`src/rtl/demux_pkg.sv`:
```
// Shared constants and types for the registered 1-to-4 stream demultiplexer.
package demux_pkg;

    localparam int NUM_LANES = 4;
    localparam int CNT_W     = 16;
    localparam logic [CNT_W-1:0] CNT_MAX = {CNT_W{1'b1}};

    typedef logic [1:0] lane_sel_t;

    // Saturating increment: a counter parked at CNT_MAX stays there.
    function automatic logic [CNT_W-1:0] sat_inc(input logic [CNT_W-1:0] v);
        return (v == CNT_MAX) ? v : v + 1'b1;
    endfunction

endpackage

```
`src/rtl/lane_reg_v1.sv`:
```
// One-entry valid/ready holding register: load wins over drain so a full lane
// can be refilled in the same cycle it empties.
module lane_reg_v1 #(
    parameter int width = 32
) (
    input  logic             clk,
    input  logic             rst,
    input  logic             load_i,
    input  logic [width-1:0] data_i,
    input  logic             ready_i,
    output logic             valid_o,
    output logic [width-1:0] data_o
);

    logic             valid_q, valid_d;
    logic [width-1:0] data_q, data_d;

    always_comb begin
        valid_d = valid_q;
        data_d  = data_q;
        if (load_i) begin
            valid_d = 1'b1;
            data_d  = data_i;
        end else if (valid_q && ready_i) begin
            valid_d = 1'b0;
        end
    end

    always_ff @(posedge clk or posedge rst) begin
        if (rst) begin
            valid_q <= 1'b0;
            data_q  <= '0;
        end else begin
            valid_q <= valid_d;
            data_q  <= data_d;
        end
    end

    assign valid_o = valid_q;
    assign data_o  = data_q;

endmodule

```
`src/rtl/mux4_v1.sv`:
```
// Plain 4-input selector; the demux reuses it at 1-bit width for the in_ready steer.
module mux4_v1 #(
    parameter int width = 32
) (
    input  logic [width-1:0] in0_i,
    input  logic [width-1:0] in1_i,
    input  logic [width-1:0] in2_i,
    input  logic [width-1:0] in3_i,
    input  logic [1:0]       sel_i,
    output logic [width-1:0] out_o
);

    always_comb begin
        out_o = in0_i;
        case (sel_i)
            2'd0:    out_o = in0_i;
            2'd1:    out_o = in1_i;
            2'd2:    out_o = in2_i;
            default: out_o = in3_i;
        endcase
    end

endmodule

```
`src/rtl/demux4_reg_v1.sv`:
```
// Registered 1-to-4 valid/ready stream demultiplexer with per-lane holding registers.
// Define DEMUX_PERF_CNT_EN to add saturating per-lane transfer counters (cnt0..cnt3).
module demux4_reg_v1
    import demux_pkg::*;
#(
    parameter int width = 32
) (
    input  logic                 clk,
    input  logic                 rst,
    input  logic                 in_valid,
    output logic                 in_ready,
    input  logic [width-1:0]     in_data,
    input  lane_sel_t            in_sel,
    output logic [NUM_LANES-1:0] out_valid,
    input  logic [NUM_LANES-1:0] out_ready,
    output logic [width-1:0]     out_data0,
    output logic [width-1:0]     out_data1,
    output logic [width-1:0]     out_data2,
    output logic [width-1:0]     out_data3
`ifdef DEMUX_PERF_CNT_EN
    ,output logic [CNT_W-1:0]    cnt0
    ,output logic [CNT_W-1:0]    cnt1
    ,output logic [CNT_W-1:0]    cnt2
    ,output logic [CNT_W-1:0]    cnt3
`endif
);

    logic [NUM_LANES-1:0] lane_free;
    logic [NUM_LANES-1:0] lane_load;
    logic                 accept;
    logic [width-1:0]     lane_data [NUM_LANES];

    // Only the addressed lane gates the input; other full lanes never stall it.
    assign lane_free = ~out_valid | out_ready;

    mux4_v1 #(.width(1)) u_rdy_mux (
        .in0_i (lane_free[0]),
        .in1_i (lane_free[1]),
        .in2_i (lane_free[2]),
        .in3_i (lane_free[3]),
        .sel_i (in_sel),
        .out_o (in_ready)
    );

    assign accept = in_valid & in_ready;

    for (genvar k = 0; k < NUM_LANES; k++) begin : g_lane
        assign lane_load[k] = accept && (in_sel == lane_sel_t'(k));

        lane_reg_v1 #(.width(width)) u_lane (
            .clk     (clk),
            .rst     (rst),
            .load_i  (lane_load[k]),
            .data_i  (in_data),
            .ready_i (out_ready[k]),
            .valid_o (out_valid[k]),
            .data_o  (lane_data[k])
        );
    end

    assign out_data0 = lane_data[0];
    assign out_data1 = lane_data[1];
    assign out_data2 = lane_data[2];
    assign out_data3 = lane_data[3];

`ifdef DEMUX_PERF_CNT_EN
    logic [CNT_W-1:0] cnt_q [NUM_LANES];
    logic [CNT_W-1:0] cnt_d [NUM_LANES];

    always_comb begin
        for (int k = 0; k < NUM_LANES; k++) begin
            cnt_d[k] = cnt_q[k];
            if (out_valid[k] && out_ready[k]) begin
                cnt_d[k] = sat_inc(cnt_q[k]);
            end
        end
    end

    always_ff @(posedge clk or posedge rst) begin
        if (rst) begin
            for (int k = 0; k < NUM_LANES; k++) begin
                cnt_q[k] <= '0;
            end
        end else begin
            for (int k = 0; k < NUM_LANES; k++) begin
                cnt_q[k] <= cnt_d[k];
            end
        end
    end

    assign cnt0 = cnt_q[0];
    assign cnt1 = cnt_q[1];
    assign cnt2 = cnt_q[2];
    assign cnt3 = cnt_q[3];
`endif

endmodule

```
`config.mk`:
```
export PLATFORM = sky130hd
export DESIGN_NAME = demux4_reg_v1
export DESIGN_NICKNAME = d
export VERILOG_FILES = /design/src/rtl/demux_pkg.sv /design/src/rtl/lane_reg_v1.sv /design/src/rtl/mux4_v1.sv /design/src/rtl/demux4_reg_v1.sv
export SDC_FILE = /design/constraint.sdc
export NUM_CORES = 1
export LEC_CHECK = 0
export CORE_MARGIN = 3
export CORE_UTILIZATION = 47
export DETAILED_ROUTE_END_ITERATION = 6
export GPL_TIMING_DRIVEN = 0
export PLACE_DENSITY = 0.81
export SYNTH_ARGS = -nofsm -noshare
export SYNTH_HDL_FRONTEND = slang
export SYNTH_HIERARCHICAL = 1
export SYNTH_SLANG_ARGS = --single-unit
export TNS_END_PERCENT = 1
```
`constraint.sdc`:
```
create_clock -name clk -period 2.34 [get_ports clk]
set_input_delay 0.702 -clock clk [delete_from_list [all_inputs] [get_ports clk]]
set_output_delay 0.702 -clock clk [all_outputs]
set_load 0.02 [all_outputs]
```
==> impl_metrics.py <==
metrics = {
    "run_status": {
        "status": "complete, no violations",
    },
    "global_route": {
        "grt_max_degree": 34,
        "grtUsageTotal": 0.217,
        "grt_pass1_wl_microns": 21700,
        "first_global_vias": 3725,
        "antenna_found_initial": 0,
        "grt_overflow_total": 0,
    },
    "placement": {
        "hpwl_microns": 9120,
        "dpl_worst_slack_ns": -0.803,
        "numPortBuffers": 173,
        "placed_cell_area_sq_um": 7530,
        "place.gp.congestion": 0.706,
    },
    "detailed_routing": {
        "post_drt_wl_per_cell_microns": 21.1,
        "via_per_inst": 5.02,
        "drt_wl_total_microns": 13600,
        "top_layer": "met4",
        "drc": 0,
        "via_count": 3240,
        "firstDrtPassIters": 4,
        "met1Wirelength_microns": 5630,
        "met2_length_microns": 6630,
        "postRouteAntennaNets": 0,
        "wl_met3_microns": 1200,
        "drtIter0Drc": 186,
    },
    "sta": {
        "fin_ws_ns": 0.0158,
        "final-hold-violation-count": 0,
        "slew_headroom": 0.410,
        "skew_ns": 0.00492,
        "worstMarginPinSlew_ns": 0.883,
        "setup-violations-final": 0,
        "max_clock_freq_mhz": 430,
        "maxSlewViolCount": 0,
        "period_share": 0.993,
        "period_needed_ns": 2.32,
        "rsz0062_at_grt": "no",
        "tns_ns": 0,
    },
    "clock_tree": {
        "clk_path_buf_depth": 2,
        "cts_tree": "yes",
        "cts_setup_buffers": 0,
        "root_buffer": "clkbuf_16",
        "htree_levels": 4,
        "cts.clk_slew.worst_paths_ns": 0.05,
        "clock_sinks": 132,
        "ctsHoldBuffers": 0,
        "insertion_delay_ns": 0.41,
        "numCtsBuffers": 17,
    },
    "floorplanning": {
        "core_sq_um": 11600,
        "rows": 39,
        "dieArea_sq_um": 13300,
        "die_w_microns": 115,
        "io_pins": 174,
        "initial_core_util": 0.486,
        "dieHeight_microns": 115,
    },
    "layout": {
        "final_area_sq_um": 8110,
        "fin_nets": 530,
        "layout_commonest_cell": "clkdlybuf4s50_1",
        "diodes": 0,
        "mostFrequentLayoutCells": "166 x clkdlybuf4s50_1, 131 x dfrtp_1, 116 x mux2_4",
        "area_delta_synth_final_pct": 44.4,
        "nFillCells": 783,
        "drive_gt1_frac": 0.382,
    },
    "setup_path": {
        "criticalPathCategory": "in2out",
        "critPathBufInv": 2,
        "cp.arrival_ns": 1.62,
        "critPathCaptureType": "output pin",
        "max_stage_delay_ns": 0.53,
        "cp_top_family": "multiplexers",
        "start_kind": "input port",
        "path_common_cell": "buf_6",
        "critical_path.cell_chain": "buf_6, nand2b_4, mux4_2, buf_6",
        "cp_max_fo": 5,
        "cp.required_ns": 1.64,
        "cp_slowest_cell": "mux4_2",
    },
    "synthesis": {
        "avgSynthCellArea_sq_um": 18.9,
        "synth_nets": 338,
        "netlist_area_sq_um": 5620,
        "synth-seq-cells": 132,
        "ys.warnings.count": 6,
        "ys_types": 12,
        "syn_inst": 297,
        "yosysSeqAreaShare": 0.588,
    },
    "power_and_ir_drop": {
        "pwr_density_cell_nw_per_um2": 1030,
        "p_leak_nw": 3.64,
        "report.power.total_mw": 8.37,
        "ir_drop_mv": 0.573,
    },
    "job": {
        "drv_cap": 0,
    },
    "worst_hold_path": {
        "hold_class": "reg2reg",
    },
}
==> timing repair <==
| item | 4_1_cts | 5_1_grt |
|---|---|---|
| endpoints found under the hold margin | 0 | 0 |
| gates resized for setup | 29 | 3 |
| endpoints found under the setup margin | 117 | 1 |
==> metal layers <==
layer,global-route usage,up-vias
met5,0,-
met4,0.0751,0
met3,0.0911,16
met2,0.334,126
met1,0.278,1670
li1,-,1428
==> layout make-up <==
cell class | instances | area (sq um) | area share
clock inverter | 9 | 104 | 0.0128
clock buffer | 23 | 468 | 0.0577
buffer | 16 | 285 | 0.0352
timing repair buffer | 173 | 1710 | 0.211
tap | 143 | 179 | 0.0221
multi-input combinational | 141 | 2030 | 0.250
sequential | 132 | 3300 | 0.407
inverter | 8 | 30.0 | 0.00370
==> metrics by stage <==
stage                     hold WS (ns)   util  instances
after global placement           0.488  0.651        613
after global routing             0.519  0.702        645
after floorplan                  0.618      -        297
after CTS                        0.508  0.700        645
final                            0.506  0.702        645
after detailed placement         0.491  0.651        613
==> kinds of logic (layout without fill, tap and decap cells) <==
group           count (synthesis)  after routing  synth area share
mux                           129            129             0.338
flops                         132            132             0.588
buf+inv                        24            229            0.0561
simple gates                    8              8            0.0125
compound gates                  4              4           0.00535
==> final timing paths <==
| check | from | end | slack (ns) | cells past startpoint |
|---|---|---|---|---|
| max in group asynchronous | rst | g_lane[0].u_lane/data_o[0] | 0.85 | 2 |
| min reg2reg | g_lane[3].u_lane/data_o[9] | g_lane[3].u_lane/data_o[9] | 0.51 | 1 |
| max | out_ready[3] | in_ready | 0.02 | 4 |
| max reg2reg | g_lane[3].u_lane/valid_o | g_lane[2].u_lane/data_o[25] | 0.36 | 6 |
| min in group asynchronous | rst | g_lane[2].u_lane/data_o[13] | 0.91 | 2 |
| min | g_lane[3].u_lane/data_o[9] | g_lane[3].u_lane/data_o[9] | 0.51 | 1 |
==> worst register-to-register path, cell delays in order, from the launching register on <==
cell	delay, ns
dfrtp_2	0.41
nand2b_4	0.06
mux4_2	0.53
and4b_2	0.26
buf_6	0.15
buf_12	0.15
mux2_4	0.31
==> state kept, by name (all words and copies together), names as in the netlist <==
name	cells
g_lane.u_lane/valid_o	4
g_lane.u_lane/data_o	128
==> synth_stat cells, drive strengths merged <==
cell type  count  area share
dfrtp        132        0.59
inv            8      0.0053
and4           1      0.0018
a21o           4      0.0053
and4bb         1      0.0022
nand2b         4      0.0045
and4b          2      0.0040
mux2         128        0.33
buf           16       0.051
mux4           1      0.0040
==> report_power, final <==
part           total, mW  leakage, nW  internal (mW)  switching (mW)
Sequential          3.10         1.57           2.79           0.313
Combinational       2.73         1.79           1.56            1.17
Clock               2.54        0.277           1.62           0.927
Total               8.37         3.64           5.96            2.41
Note: power is estimated with default switching activity, not from simulation.
